$ cat config.mk
export PLATFORM = sky130hd
export DESIGN_NAME = picomips_host
export DESIGN_NICKNAME = d
export VERILOG_FILES = /design/src/rtl/picomips_host_pkg.sv /design/src/rtl/led_settle_det.sv /design/src/rtl/picomips_host.sv
export SDC_FILE = /design/constraint.sdc
export NUM_CORES = 1
export LEC_CHECK = 0
export BUFFER_PORTS_ARGS = -buffer_cell sky130_fd_sc_hd__buf_2
export CORE_ASPECT_RATIO = 1.1
export CORE_UTILIZATION = 45
export DETAILED_ROUTE_END_ITERATION = 10
export PLACE_DENSITY = 0.67
export SYNTH_ARGS = -nofsm -noshare
export SYNTH_HDL_FRONTEND = slang
export SYNTH_SLANG_ARGS = --single-unit
$ cat constraint.sdc
create_clock -name clk -period 2.05 [get_ports clk]
set_input_delay 0.205 -clock clk [delete_from_list [all_inputs] [get_ports clk]]
set_output_delay 0.205 -clock clk [all_outputs]
set_load 0.05 [all_outputs]
$ cat src/rtl/picomips_host_pkg.sv
// Shared types and default constants for the picoMIPS host sequencer.
package picomips_host_pkg;

  localparam int DEF_N           = 8;
  localparam int DEF_HOLD_CYC    = 4;
  localparam int DEF_GAP_CYC     = 2;
  localparam int DEF_STABLE_CYC  = 3;
  localparam int DEF_TIMEOUT_CYC = 1000;

  // Position of the operand-ready strobe on the core's switch bus (SW[8]).
  localparam int HANDSHAKE_BIT   = 8;

  typedef enum logic [2:0] {
    IDLE,
    SETUP_X,
    PRES_X,
    REL_X,
    SETUP_Y,
    PRES_Y,
    REL_Y,
    WAIT
  } host_state_t;

  function automatic int max2(input int a, input int b);
    return (a > b) ? a : b;
  endfunction

endpackage

$ cat src/rtl/led_settle_det.sv
// Watches the core LED bus and flags when it has stayed constant long enough
// (settled) or when the overall wait budget has run out (expired).
module led_settle_det
  import picomips_host_pkg::*;
#(
  parameter int N           = DEF_N,
  parameter int STABLE_CYC  = DEF_STABLE_CYC,
  parameter int TIMEOUT_CYC = DEF_TIMEOUT_CYC
) (
  input  logic         clk,
  input  logic         reset,
  input  logic         load,     // entry into WAIT: snapshot led, clear counters
  input  logic         en,       // high while the host sits in WAIT
  input  logic [N-1:0] led,
  output logic         settled,  // this edge completes the stable run
  output logic         expired   // this edge exhausts the wait budget
);

  localparam int CW = $clog2(TIMEOUT_CYC + 1);

  logic [N-1:0]  led_q;
  logic [CW-1:0] stable_q;
  logic [CW-1:0] wait_q;
  logic          same;

  assign same    = (led == led_q);
  // Pulses describe what the coming edge will do, so the FSM can act on it.
  assign settled = en && same && (stable_q == CW'(STABLE_CYC - 1));
  assign expired = en && (wait_q == CW'(TIMEOUT_CYC - 1));

  // Track the last LED value and count consecutive matches and total wait.
  always_ff @(posedge clk or posedge reset) begin
    // NOTE: sequential state uses non-blocking assignments so every register
    // samples pre-edge values regardless of statement order.
    if (reset) begin
      led_q    <= '0;
      stable_q <= '0;
      wait_q   <= '0;
    end else if (load) begin
      led_q    <= led;
      stable_q <= '0;
      wait_q   <= '0;
    end else if (en) begin
      if (same) begin
        if (stable_q != {CW{1'b1}}) stable_q <= stable_q + CW'(1);
      end else begin
        stable_q <= '0;
        led_q    <= led;
      end
      if (wait_q != {CW{1'b1}}) wait_q <= wait_q + CW'(1);
    end
  end

endmodule

$ cat src/rtl/picomips_host.sv
// Host-side operand sequencer: strobes x then y onto the picoMIPS switch bus,
// then captures the LED result once it has settled (or the wait times out).
module picomips_host
  import picomips_host_pkg::*;
#(
  parameter int N           = DEF_N,
  parameter int HOLD_CYC    = DEF_HOLD_CYC,
  parameter int GAP_CYC     = DEF_GAP_CYC,
  parameter int STABLE_CYC  = DEF_STABLE_CYC,
  parameter int TIMEOUT_CYC = DEF_TIMEOUT_CYC
) (
  input  logic         clk,
  input  logic         reset,
  input  logic         start,
  input  logic [N-1:0] x_in,
  input  logic [N-1:0] y_in,
  input  logic [N-1:0] led,
  output logic [N:0]   sw,
  output logic         busy,
  output logic [N-1:0] result,
  output logic         done,
  output logic         timeout
);

  localparam int PW = $clog2(max2(HOLD_CYC, GAP_CYC) + 1);

  host_state_t   state_q,   state_d;
  logic [PW-1:0] phase_q,   phase_d;
  logic [N-1:0]  x_q,       x_d;
  logic [N-1:0]  y_q,       y_d;
  logic [N:0]    sw_q,      sw_d;
  logic [N-1:0]  result_q,  result_d;
  logic          done_q,    done_d;
  logic          busy_q,    busy_d;
  logic          timeout_q, timeout_d;
  logic          det_load;
  logic          settled;
  logic          expired;

  led_settle_det #(
    .N           (N),
    .STABLE_CYC  (STABLE_CYC),
    .TIMEOUT_CYC (TIMEOUT_CYC)
  ) u_det (
    .clk     (clk),
    .reset   (reset),
    .load    (det_load),
    .en      (state_q == WAIT),
    .led     (led),
    .settled (settled),
    .expired (expired)
  );

  // Next-state and registered-output logic; sw is set on entry to each state.
  always_comb begin
    // NOTE: every signal gets a default first so no path can infer a latch.
    state_d   = state_q;
    phase_d   = phase_q;
    x_d       = x_q;
    y_d       = y_q;
    sw_d      = sw_q;
    result_d  = result_q;
    done_d    = 1'b0;
    busy_d    = busy_q;
    timeout_d = timeout_q;
    det_load  = 1'b0;

    unique case (state_q)
      IDLE: begin
        sw_d[N] = 1'b0;
        if (start) begin
          x_d       = x_in;
          y_d       = y_in;
          timeout_d = 1'b0;
          busy_d    = 1'b1;
          sw_d      = {1'b0, x_in};
          state_d   = SETUP_X;
        end
      end
      SETUP_X: begin
        sw_d    = {1'b1, x_q};
        phase_d = PW'(HOLD_CYC - 1);
        state_d = PRES_X;
      end
      PRES_X: begin
        if (phase_q == '0) begin
          sw_d    = {1'b0, x_q};
          phase_d = PW'(GAP_CYC - 1);
          state_d = REL_X;
        end else begin
          phase_d = phase_q - PW'(1);
        end
      end
      REL_X: begin
        if (phase_q == '0) begin
          sw_d    = {1'b0, y_q};
          state_d = SETUP_Y;
        end else begin
          phase_d = phase_q - PW'(1);
        end
      end
      SETUP_Y: begin
        sw_d    = {1'b1, y_q};
        phase_d = PW'(HOLD_CYC - 1);
        state_d = PRES_Y;
      end
      PRES_Y: begin
        if (phase_q == '0) begin
          sw_d    = {1'b0, y_q};
          phase_d = PW'(GAP_CYC - 1);
          state_d = REL_Y;
        end else begin
          phase_d = phase_q - PW'(1);
        end
      end
      REL_Y: begin
        if (phase_q == '0) begin
          det_load = 1'b1;
          state_d  = WAIT;
        end else begin
          phase_d = phase_q - PW'(1);
        end
      end
      WAIT: begin
        // Stability is tested first so it wins a tie with the timeout.
        if (settled) begin
          result_d = led;
          done_d   = 1'b1;
          busy_d   = 1'b0;
          state_d  = IDLE;
        end else if (expired) begin
          result_d  = led;
          done_d    = 1'b1;
          timeout_d = 1'b1;
          busy_d    = 1'b0;
          state_d   = IDLE;
        end
      end
      default: state_d = IDLE;
    endcase
  end

  // State and output registers; reset drops the strobe immediately.
  always_ff @(posedge clk or posedge reset) begin
    if (reset) begin
      state_q   <= IDLE;
      phase_q   <= '0;
      x_q       <= '0;
      y_q       <= '0;
      sw_q      <= '0;
      result_q  <= '0;
      done_q    <= 1'b0;
      busy_q    <= 1'b0;
      timeout_q <= 1'b0;
    end else begin
      state_q   <= state_d;
      phase_q   <= phase_d;
      x_q       <= x_d;
      y_q       <= y_d;
      sw_q      <= sw_d;
      result_q  <= result_d;
      done_q    <= done_d;
      busy_q    <= busy_d;
      timeout_q <= timeout_d;
    end
  end

  assign sw      = sw_q;
  assign busy    = busy_q;
  assign result  = result_q;
  assign done    = done_q;
  assign timeout = timeout_q;

endmodule

# Word-level counts from Yosys, hierarchy flattened

Index checks and enable logic that the tools add are counted.

Word-level logic and storage cells: 106
Output and inout bits: 20
Flip-flop bits (word level): 70
Input bits: 27

Mux-type cells: 40
Equal/unequal tests: 24
Reductions and logical operators: 26
Add/sub/neg operators: 3

Operators by type and width:

| cell                    | number |
|---|---|
| $mux W10                | 7 |
| $mux W8                 | 6 |
| $pmux W9 S5             | 1 |
| $mux W3                 | 9 |
| $pmux W3 S8             | 1 |
| $add A10 B1 Y10 const B | 2 |
| $ne A10 B10 Y1 const B  | 2 |
| $mux W9                 | 2 |
| $ne A2 B2 Y1 const B    | 9 |
| $eq A3 B3 Y1 const B    | 4 |
| $reduce_and A2 Y1       | 6 |
| $mux W1                 | 11 |
| $eq A10 B10 Y1 const B  | 1 |
| $eq A10 B2 Y1 const B   | 1 |
| $pmux W3 S3             | 1 |
| $eq A8 B8 Y1            | 1 |
| $reduce_and A4 Y1       | 2 |
| $reduce_bool A2 Y1      | 4 |
| $reduce_or A2 Y1        | 4 |
| $eq A3 B2 Y1 const B    | 2 |
| $logic_not A3 Y1        | 2 |
| $ne A3 B3 Y1 const B    | 2 |
| $reduce_and A3 Y1       | 2 |
| $reduce_and A6 Y1       | 1 |
| other kinds (7)         | 10 |

# Depth between registers and ports, before layout

Gate-level depths: netlist (run 1).

Depth in word-level cells: 5
Mapped depth: 8
Depth with buffers taken out: 7

# Cells and area by module

Synthesis (run 1) repeated with hierarchy kept, for this count alone.

Cell total of the unflattened synthesis: 418
Area, all modules: 4,126.5 µm²

By module, submodules not included:

| module         | cells an instance | instances | area each (µm²) | seq. area each (µm²) |
|---|---|---|---|---|
| picomips_host  | 198               | 1         | 2,188.3         | 1,051.0 |
| led_settle_det | 220               | 1         | 1,938.1         | 700.7 |

# Least setup slack after synthesis (run 1)

OpenSTA, ideal clock, no wires.

Kind: register to register
Start point: register phase_q[0]
End point: register u_det.led_q[0]
Stages on the path, launching flop included: 9
Setup time: 0.128 ns
Data arrival time: 1.812 ns
Path buffers: 1
Setup slack: 0.110 ns
Period minus slack after synthesis: 1.940 ns
Cells stage by stage: dfrtp_1 > inv_1 > ha_1 > nand2b_1 > nor2_1 > nand3_1 > o21ai_2 > buf_2 > mux2_1

Longest elaborated chain between the ends: 5
Elaborated cells between the ends (all ways): 7
Classes of those cells: 1 x eq/ne; 3 x mux; 3 x reduce/logical

Ends and longest elaborated chain:

| item                                                                | line                 | text |
|---|---|---|
| start, declared                                                     | picomips_host.sv:28  | `logic [PW-1:0] phase_q, phase_d;` |
| start signal, assigned                                              | picomips_host.sv:157 | `phase_q <= phase_d;` |
| $logic_not A3 Y1 (*)                                                | picomips_host.sv:117 | `if (phase_q == '0) begin` |
| $mux W1 (*)                                                         | picomips_host.sv:117 |  |
| $mux W1 (*)                                                         | picomips_host.sv:68  | `unique case (state_q)` |
| $ne A2 B2 Y1 (no line) / $reduce_bool A2 Y1 (equally long branches) | n/a                  |  |
| $reduce_and A2 Y1 (no line)                                         | n/a                  |  |
| end signal, assigned                                                | led_settle_det.sv:40 | `led_q <= led;` |
| end signal, assigned                                                | led_settle_det.sv:48 | `led_q <= led;` |
| end, declared                                                       | led_settle_det.sv:21 | `logic [N-1:0] led_q;` |

Every way passes the cells marked *; elsewhere a longest branch is shown, timed or not.
A chain may end at the register's enable or synchronous reset.

# Worst setup path after layout (run 1)

Start point: register phase_q[0]
End point: register u_det.stable_q[1]

Longest elaborated chain between the ends: 5
Elaborated cells between the ends (all ways): 7
Classes of those cells: 1 x eq/ne; 3 x mux; 3 x reduce/logical

Ends and longest elaborated chain:

| item                                                                | line                 | text |
|---|---|---|
| $logic_not A3 Y1 (*)                                                | picomips_host.sv:117 |  |
| $mux W1 (*)                                                         | picomips_host.sv:117 |  |
| $mux W1 (*)                                                         | picomips_host.sv:68  |  |
| $ne A3 B3 Y1 (no line) / $reduce_bool A2 Y1 (equally long branches) | n/a                  |  |
| $reduce_and A2 Y1 (no line)                                         | n/a                  |  |
| end signal, assigned                                                | led_settle_det.sv:45 | `if (stable_q != {CW{1'b1}}) stable_q <= stable_q + CW'(1);` |
| end, declared                                                       | led_settle_det.sv:22 | `logic [CW-1:0] stable_q;` |

Marked as above.

==> reports/qor.yml, run 1 <==
detailed_routing:
  drtAntennaViolNets: 0
  drt_first_pass_iters: 4
  avgViaCountPerCell: 5.41
  drc: 0
  wl_um: 7580
  first_iter_violations: 117
  wl_per_cell_um: 14.6
  dr_total_vias: 2821
timing:
  skew_ns: 0.0126
  worst_slew_pin_slew_ns: 0.536
  min_period_over_period_pct: 95.5
  finalSetupViolations: 0
  period_minus_slack_ns: 1.96
  drv_slew: 0
  fmax_ghz: 0.511
  hold_viol: 0
  slew_headroom_pct: 64.1
  worst_slack_ns: 0.0913
  rsz0062_at_grt: "no"
  tns_ns: 0
worst_setup_path:
  crit_fanout: 6
  start_kind: "flop"
  cp_num_buf_inv: 1
  cp_cell_sequence: "inv_1 -> ha_1 -> nand2b_1 -> a21o_1 -> a31o_4 -> or3_4 -> o31ai_2"
  worst_setup_path_end_kind: "flop"
  worst_path_largest_cell_delay_ns: 0.41
  crit_family: "compound AO/OA/AOI/OAI gates"
  cp_slowest_cell: "dfrtp_1"
  cp.required_ns: 2.31
  arrival_ns: 2.22
  crit_type: "flop to flop"
synthesis:
  postSynthAreaPerCell_um2: 10.7
  synth_seq_cells: 70
  yosysSeqAreaShare_pct: 46.7
  synth_ff_type: "dfrtp_1"
  yosys_warnings: 0
  synth_edf_count: 0
  syn_nets: 381
  syn-cell-area_um2: 3750
  synthArstFlopShare_pct: 100
  syn_inst: 349
  ys_types: 56
clocking:
  cts.sink_count: 70
  clock_latency_ns: 0.35
  cts_buffers: 9
  cts_tree: "done"
  htree_levels: 3
  clk_path_buf_depth: 2
  clkSlewWorstSetupHoldPaths_ns: 0.08
  cts-root-buf: "clkbuf_8"
place:
  portBuffers: 46
  dpl_worst_slack_ns: 0.0199
  dp_hpwl_um: 5350
  place.gp.congestion: 0.834
layout:
  fin_util_pct: 55.3
  fin_nets: 440
  layout-drive-gt1-share_pct: 23.5
  areaGrowthSynthToFinish_pct: 18.0
  diodes: 0
floorplanning:
  fp.dieW_um: 89.0
  initial_core_util_pct: 46.9
  dieHeight_um: 97.7
  rows: 34
  io_pins: 47
  dieArea_um2: 8700
  core_um2: 8000
hold_path:
  hold_path.class: "primary input to flop"
power_and_ir_drop:
  leakage_uw: 0.00207
  p_int_uw: 2200
  seqPwrFrac_pct: 52.1
  swShare_pct: 27.2
  pwr_density_cell_nw_per_um2: 684
  p_sw_uw: 822
  pwr-share-clk_pct: 36.9
  pwr-share-comb_pct: 11.1
  vdd_drop_max_uv: 455
run_status:
  outcome: "completed"
grt:
  grt_use_total_pct: 19.3
  grt_first_pass_wirelength_um: 12800
  grt_max_degree: 71
  grt.overflow.total: 0
  grt_pass1_vias: 2772
  antenna_found_initial: 0
run:
  cap_violations: 0
==> worst reg2reg max path: cells and delay by family (launching register included) <==
kind | cells | cell delay, ns
compound gates | 3 | 0.68
simple gates | 2 | 0.49
flops | 1 | 0.41
fa+ha+maj | 1 | 0.19
buf+inv | 1 | 0.11
==> cells in the mapped netlist, types with 3 or more instances <==
library cell / count / share of area (%)
a211oi_1: 13 / 2.6
a21oi_1: 13 / 1.7
a31oi_1: 8 / 1.3
and3_1: 5 / 0.83
buf_2: 8 / 1.1
clkbuf_1: 6 / 0.60
dfrtp_1: 70 / 47
ha_1: 5 / 1.7
inv_1: 12 / 1.2
mux2_1: 40 / 12
mux2i_1: 8 / 2.1
nand2_1: 20 / 2.0
nand3_1: 9 / 1.2
nand4_1: 3 / 0.50
nor2_1: 19 / 1.9
nor2b_1: 8 / 1.3
nor3_1: 4 / 0.53
nor4_1: 5 / 0.83
o2111ai_1: 3 / 0.70
o211ai_1: 3 / 0.60
o21ai_0: 7 / 0.93
o21ai_1: 11 / 1.5
o22ai_1: 5 / 0.83
or2_1: 3 / 0.50
xnor2_1: 18 / 4.2
xor2_1: 3 / 0.70
==> through the flow <==
stage / total power [uW] / instances / hold slack, ns / area (um2)
floorplan: 1820 / 349 / 0.337 / 3750
global placement: 1920 / 503 / 0.316 / 4180
detailed placement: 1940 / 503 / 0.320 / 4180
CTS: 3060 / 520 / 0.0412 / 4390
global route: 3180 / 521 / 0.0511 / 4420
finish: 3020 / 521 / 0.0620 / 4420
==> sequential cells by signal, summed over array words and instances, names as in the netlist <==
| register | cells |
|---|---|
| x_q | 8 |
| timeout | 1 |
| u_det.wait_q | 10 |
| sw | 9 |
| state_q | 3 |
| done | 1 |
| y_q | 8 |
| busy | 1 |
| u_det.led_q | 8 |
| phase_q | 3 |
| u_det.stable_q | 10 |
| result | 8 |
==> what timing repair did <==
action	4_1_cts	5_1_grt
gates resized for setup	0	3
hold buffers	1	0
setup endpoints to repair	0	27
buffers inserted	0	1
endpoints found under the hold margin	70	0
==> power by group through the flow <==
stage | clock (uW) | combinational (uW) | sequential (uW)
floorplan | 0 | 222 | 1600
global placement | 0 | 326 | 1590
detailed placement | 0 | 337 | 1600
CTS | 1150 | 341 | 1570
global route | 1210 | 385 | 1590
finish | 1110 | 334 | 1570
==> layout by cell type (no fill, tap or decap), types with 7 or more instances in the layout <==
| cell type | Yosys | layout |
|---|---|---|
| mux2_1 | 40 | 40 |
| nor2_1 | 19 | 19 |
| nor2b_1 | 8 | 7 |
| a211oi_1 | 13 | 13 |
| buf_2 | 8 | 46 |
| mux2i_1 | 8 | 8 |
| a31oi_1 | 8 | 8 |
| xnor2_1 | 18 | 18 |
| dfrtp_1 | 70 | 70 |
| inv_1 | 12 | 11 |
| nand2_1 | 20 | 20 |
| clkbuf_8 | 0 | 9 |
| o21ai_0 | 7 | 7 |
| nand3_1 | 9 | 9 |
| o21ai_1 | 11 | 11 |
| a21oi_1 | 13 | 13 |
| buf_4 | 2 | 17 |
==> metal layers <==
| metal | global-route usage (%) | part of all wire (%) | wire [um] |
|---|---|---|---|
| met5 | 0 | 0 | 0 |
| met2 | 30.8 | 47 | 3600 |
| met1 | 25.3 | 48 | 3610 |
| met4 | 8.79 | 2.0 | 155 |
| met3 | 3.74 | 2.9 | 219 |
==> area by class of cell <==
type                    instances  area (um2)
fillers                       731        3580
multi-input cells             247        1860
flip-flops and latches         70        1750
repair buffers                 67         428
well taps                     108         135
clock buffers                  10         128
clock inverters                 6        71.3
inverters                      13        48.8
==> logic make-up after synthesis <==
kind of cell	after synthesis	share of synthesized area (%)
AO/OA/AOI/OAI	78	14.3
XOR/XNOR	21	4.91
adder cells (fa/ha/maj)	7	2.20
buffers and inverters	32	4.07
flip-flops	70	46.7
multiplexers	48	14.2
AND/OR/NAND/NOR	93	13.6
==> path summary, 6_finish.rpt <==
kind	from	endpoint	slack [ns]	cells after the start
min reg2reg	sw[0]	sw[0]	0.49	2
min in group asynchronous	reset	state_q[1]	0.47	4
max reg2reg	phase_q[0]	u_det.stable_q[1]	0.09	7
min	y_in[3]	y_q[3]	0.06	2
max	phase_q[0]	u_det.stable_q[1]	0.09	7
max in group asynchronous	reset	u_det.stable_q[8]	1.26	4
Note: power is estimated with default switching activity, not from simulation.
==> run 2, diff against run 1 <==
- clock period: 2.05 -> 1.79 ns (I/O delays scaled with it)
==> run 2 against run 1 <==
Net effect: the run now ends with setup timing left; register-to-register slack worse by 0.12 ns; sequential power is 15% higher; non-clock buffer count is 34 higher; wire length is 13% higher; clock power is 32% higher; sequential share of layout area is 4.0 points lower; critical endpoint is now result[5]; clock-buffer cell count is 1 lower; die area stayed put; critical path depth stayed put; first-iteration DRC count is 32% lower.
==> reports/qor.yml, run 2 (synthesis results as in run 1) <==
clocking:
  cts_buffers: 9  # unchanged
  cts.sink_count: 70  # unchanged
  cts-root-buf: "clkbuf_8"
  cts_tree: "done"
  clock_latency_ns: 0.35  # about the same
  clkSlewWorstSetupHoldPaths_ns: 0.09  # about the same
  clk_path_buf_depth: 2  # unchanged
  htree_levels: 3  # unchanged
grt:
  antenna_found_initial: 0  # unchanged
  grt_pass1_vias: 2981  # +7.5%
  grt_max_degree: 71  # unchanged
  grt_first_pass_wirelength_um: 14000  # +9.2%
  grt.overflow.total: 0  # unchanged
  grt_use_total_pct: 20.8  # +1.4 points
layout:
  diodes: 0  # unchanged
  areaGrowthSynthToFinish_pct: 31.1
  fin_util_pct: 61.4  # +6.1 points
  regArea_um2: 1750  # unchanged
  fin_nets: 475  # +8.0%
  fin_area_um2: 4910  # +11%
  fill_cells: 688  # -5.9%
  layout-drive-gt1-share_pct: 35.7  # +12 points
  final_common_cell: "dfrtp_1"
  multi_input_area_um2: 2050  # +10%
  final_cell_mix: "dfrtp_1, buf_4, buf_2"
timing:
  worst_slew_pin_slew_ns: 0.380  # -0.156 ns
  rsz0062_at_grt: "yes"
  tns_ns: -0.172  # -0.172 ns
  skew_ns: 0.0136  # +0.00102 ns
  fmax_ghz: 0.551  # +7.9%
  period_minus_slack_ns: 1.82  # -0.143 ns
  finalSetupViolations: 8  # +8
  min_period_over_period_pct: 101  # +5.9 points
  slew_headroom_pct: 74.7  # +11 points
  worst_slack_ns: -0.0260  # -0.117 ns
  drv_slew: 0  # unchanged
  hold_viol: 0  # unchanged
place:
  place.gp.congestion: 0.791  # -5.2%
  dpl_worst_slack_ns: -0.107  # -0.127 ns
  dpl-instance-area_um2: 4440  # +6.3%
  portBuffers: 46  # unchanged
  dp_hpwl_um: 5590  # +4.4%
worst_setup_path:
  worst_path_largest_cell_delay_ns: 0.39  # -0.02 ns
  cp_common_cell: "and2_4"
  ff2ff_path_depth: 7  # unchanged
  cp_cell_sequence: "ha_2 -> and2_4 -> and2_4 -> and3_4 -> o21ai_4 -> buf_6 -> mux2_4"
  start_kind: "flop"
  r2r-end: "result[5]"
  crit_family: "simple AND/OR/NAND/NOR gates"
  cp.required_ns: 2.02  # -0.29 ns
  crit_fanout: 4  # -2
  arrival_ns: 2.05  # -0.17 ns
  cp_num_buf_inv: 1  # unchanged
  critPathLaunch: "u_det.wait_q[1]"
  worst_setup_path_end_kind: "flop"
  r2r-start: "u_det.wait_q[1]"
  cp.depth: 7  # unchanged
  cp_slowest_cell: "dfrtp_1"
  crit_type: "flop to flop"
  r2r_setup_slack_ns: -0.03  # -0.12 ns
  cp-endpoint: "result[5]"
detailed_routing:
  wl_um: 8580  # +13%
  drc: 0  # unchanged
  dr_total_vias: 3040  # +7.8%
  avgViaCountPerCell: 5.47  # +0.98%
  wl_per_cell_um: 15.4  # +6.0%
  drtAntennaViolNets: 0  # unchanged
  drt_first_pass_iters: 4  # unchanged
  first_iter_violations: 79  # -32%
run_status:
  violations: "setup timing"
  outcome: "complete, but fails checks"
hold_path:
  hold_path.class: "primary input to flop"
  holdPathStages: 2  # unchanged
power_and_ir_drop:
  vdd_drop_max_uv: 717  # +58%
  total_power_uw: 3780  # +25%
  leakage_uw: 0.00235  # +13%
  pwr_density_cell_nw_per_um2: 770  # +13%
floorplanning:
  core_um2: 8000  # unchanged
  dieHeight_um: 97.7  # unchanged
  fp.dieW_um: 89.0  # unchanged
  initial_core_util_pct: 46.9  # unchanged
  rows: 34  # unchanged
  io_pins: 47  # unchanged
  dieArea_um2: 8700  # unchanged
run:
  cap_violations: 0  # unchanged
## run 2: repair_timing
item / CTS / global route
pin swaps: 4 / 13
setup endpoints to repair: 22 / 44
buffers inserted: 3 / 5
gates resized for setup: 10 / 22
hold buffers: 1 / 0
cloned: 1 / 0
endpoints found under the hold margin: 70 / 0
## run 2: routing by layer
layer | vias to the layer above | track usage (%) | share of wire, %
li1 | 1470 | - | -
met1 | 1488 | 26.4 | 45
met2 | 67 | 35.2 | 50
met3 | 15 | 3.23 | 3.0
met4 | 0 | 7.81 | 2.0
met5 | - | 0 | 0
## run 2: area by class of cell
class | count | share of cell area, %
clock inverters | 7 | 2.14
well taps | 108 | 2.75
repair buffers | 101 | 14.1
flip-flops and latches | 70 | 35.7
multi-input cells | 248 | 41.8
clock buffers | 9 | 2.52
inverters | 13 | 1.07
## run 2: stage by stage
step	instances	hold slack (ns)
2_1_floorplan	349	0.311
3_3_place_gp	531	0.310
3_5_place_dp	531	0.313
4_1_cts	552	0.0296
5_1_grt	556	0.0278
6_report	556	0.0356
## run 2: how the worst min path moves through the flow
stage,startpoint,end,slack (ns)
after floorplan,led[3],result[3],0.31
after global placement,reset,result[4],0.31
after detailed placement,reset,result[4],0.31
after CTS,y_in[3],y_q[3],0.03
after global routing,y_in[0],y_q[0],0.03
final,y_in[3],y_q[3],0.04
## run 2: where the power goes
part | total, uW | internal (uW) | switching (uW)
logic | 507 | 249 | 259
registers | 1800 | 1690 | 108
clock network | 1470 | 804 | 669
==> run 3, diff against run 2 <==
- CTS_BUF_LIST: default -> sky130_fd_sc_hd__clkbuf_4
==> run 3 against run 2 <==
Net effect: the flow still finishes with violations (setup timing); global-route usage rose by 0.83 points; clock skew is 0.0079 ns higher; flip-flop and latch count stayed put; critical path type unchanged; cell area increased by 3.2%; sequential power about the same.
==> reports/qor.yml, run 3 (synthesis results as in run 1) <==
detailed_routing:
  avgViaCountPerCell: 5.45  # -0.34%
  drc: 0  # unchanged
  dr_total_vias: 3155  # +3.8%
  drtAntennaViolNets: 0  # unchanged
  wl_per_cell_um: 15.6  # +1.1%
  first_iter_violations: 83  # +5.1%
  drt_first_pass_iters: 4  # unchanged
  wl_um: 9030  # +5.2%
clocking:
  clkSlewWorstSetupHoldPaths_ns: 0.13  # +0.04 ns
  cts.sink_count: 70  # unchanged
  cts_buffers: 9  # unchanged
  clk_path_buf_depth: 2  # unchanged
  cts-root-buf: "clkbuf_4"
  clock_latency_ns: 0.43  # +0.08 ns
  htree_levels: 3  # unchanged
  cts_tree: "done"
layout:
  multi_input_area_um2: 2040  # -0.49%
  fin_area_um2: 5070  # +3.2%
  layout-drive-gt1-share_pct: 35.9  # +0.17 points
  final_cell_mix: "dfrtp_1, buf_4, buf_2"
  regArea_um2: 1750  # about the same
  areaGrowthSynthToFinish_pct: 35.3
  fin_nets: 498  # +4.8%
  diodes: 0  # unchanged
  fill_cells: 661  # -3.9%
  final_common_cell: "dfrtp_1"
  final_cells: 579  # +4.1%
grt:
  grt_max_degree: 71  # unchanged
  busiest_layer: "met2"
  antenna_found_initial: 0  # unchanged
  met1_usage_pct: 26.5  # +0.12 points
  use_met3_pct: 3.31  # +0.085 points
  grt_first_pass_wirelength_um: 14400  # +3.2%
  grt.overflow.total: 0  # unchanged
  grt.met2_usage_pct: 36.9  # +1.7 points
  grt_use_total_pct: 21.6  # +0.83 points
  grt_pass1_vias: 3100  # +4.0%
place:
  dpl_worst_slack_ns: -0.107  # unchanged
  place.gp.congestion: 0.791  # unchanged
  dpl-instance-area_um2: 4440  # unchanged
  dp_hpwl_um: 5590  # unchanged
  placedCellCount: 531  # unchanged
  portBuffers: 46  # unchanged
worst_setup_path:
  worst_setup_path_end_kind: "flop"
  r2r_setup_slack_ns: -0.05  # -0.02 ns
  cp.required_ns: 2.10  # +0.08 ns
  critPathLaunch: "u_det.wait_q[1]"
  arrival_ns: 2.15  # +0.10 ns
  r2r-start: "u_det.wait_q[1]"
  start_kind: "flop"
  crit_fanout: 4  # unchanged
  crit_type: "flop to flop"
timing:
  rsz0062_at_grt: "yes"
  slew_headroom_pct: 75.4  # +0.74 points
  hold_viol: 0  # unchanged
  skew_ns: 0.0215  # +0.00788 ns
  worst_slack_ns: -0.0508  # -0.0247 ns
  min_period_over_period_pct: 103  # +1.4 points
  period_minus_slack_ns: 1.84  # +0.0247 ns
  finalSetupViolations: 9  # +1
  worst_slew_pin_slew_ns: 0.369  # -0.0111 ns
  drv_slew: 0  # unchanged
  fmax_ghz: 0.543  # -1.3%
  tns_ns: -0.360  # -0.188 ns
floorplanning:
  initial_core_util_pct: 46.9  # unchanged
  rows: 34  # unchanged
  dieArea_um2: 8700  # unchanged
  dieHeight_um: 97.7  # unchanged
  core_um2: 8000  # unchanged
  io_pins: 47  # unchanged
  fp.dieW_um: 89.0  # unchanged
power_and_ir_drop:
  p_int_uw: 2560  # -6.8%
  seqPwrFrac_pct: 50.4  # +2.7 points
  pwr-share-clk_pct: 34.1  # -4.8 points
  pwr-share-comb_pct: 15.5  # +2.1 points
  p_sw_uw: 1020  # -1.7%
  vdd_drop_max_uv: 754  # +5.2%
  swShare_pct: 28.5  # +1.1 points
  pwr_density_cell_nw_per_um2: 706  # -8.3%
  leakage_uw: 0.00244  # +4.2%
run:
  cap_violations: 0  # unchanged
run_status:
  violations: "setup timing"
  outcome: "complete, but fails checks"
hold_path:
  hold_path.class: "primary input to flop"
  min-delay-start: "x_in[4]"
run 3: changes by cell type in the layout (fill, tap and decap cells not counted), sizes merged:
cell	previous run	this run
dlygate4sd3	1	19
buf	100	105
run 3: final timing paths:
| kind | endpoint | depth (start not counted) |
|---|---|---|
| worst min register to register | sw[6] | 2 |
| min in group asynchronous | u_det.stable_q[5] | 4 |
| max in group asynchronous | x_q[6] | 4 |
| worst max-delay path | result[0] | 7 |
| worst min-delay path | x_q[4] | 2 |
| worst max register to register | result[0] | 7 |
run 3: layer usage:
metal	up-vias	part of all wire, %
met1	1551	44
met2	72	50
met3	22	2.9
met4	0	2.8
met5	-	0
li1	1510	-
run 3: final cells by class:
class	count	area share [%]
Timing Repair Buffer	124	18.0
Clock inverter	7	2.07
Multi-Input combinational cell	248	40.3
Clock buffer	9	1.33
Tap cell	108	2.67
Inverter	13	1.04
Sequential cell	70	34.6
run 3: through the flow:
stage / hold slack [ns] / util (%) / power [uW]
after floorplan: 0.311 / - / 2100
after global placement: 0.310 / 55.6 / 2280
after detailed placement: 0.313 / 55.6 / 2300
after CTS: 0.00334 / 61.6 / 3560
after global routing: 0.0116 / 63.4 / 3740
final: 0.0224 / 63.4 / 3580
run 3: critical path, stage by stage (launching register included):
cell	delay [ns]
dfrtp_1	0.41
ha_2	0.19
and2_4	0.16
and2_4	0.13
and3_4	0.17
o21ai_4	0.21
buf_6	0.16
mux2_4	0.29
run 3: timing repair:
action                                 CTS  global route
endpoints found under the hold margin   89             0
setup endpoints to repair               23            44
hold buffers                            19             0
cloned                                   1             0
buffers inserted                         5             7
resized for setup                       12            23
pin swaps                                7            14
run 3: power by group through the flow:
| stage | Sequential (uW) | Combinational [uW] | Clock [uW] |
|---|---|---|---|
| 2_1_floorplan | 1840 | 267 | 0 |
| 3_3_place_gp | 1820 | 461 | 0 |
| 3_5_place_dp | 1820 | 472 | 0 |
| 4_1_cts | 1790 | 517 | 1250 |
| 5_1_grt | 1820 | 615 | 1310 |
| 6_report | 1800 | 554 | 1220 |
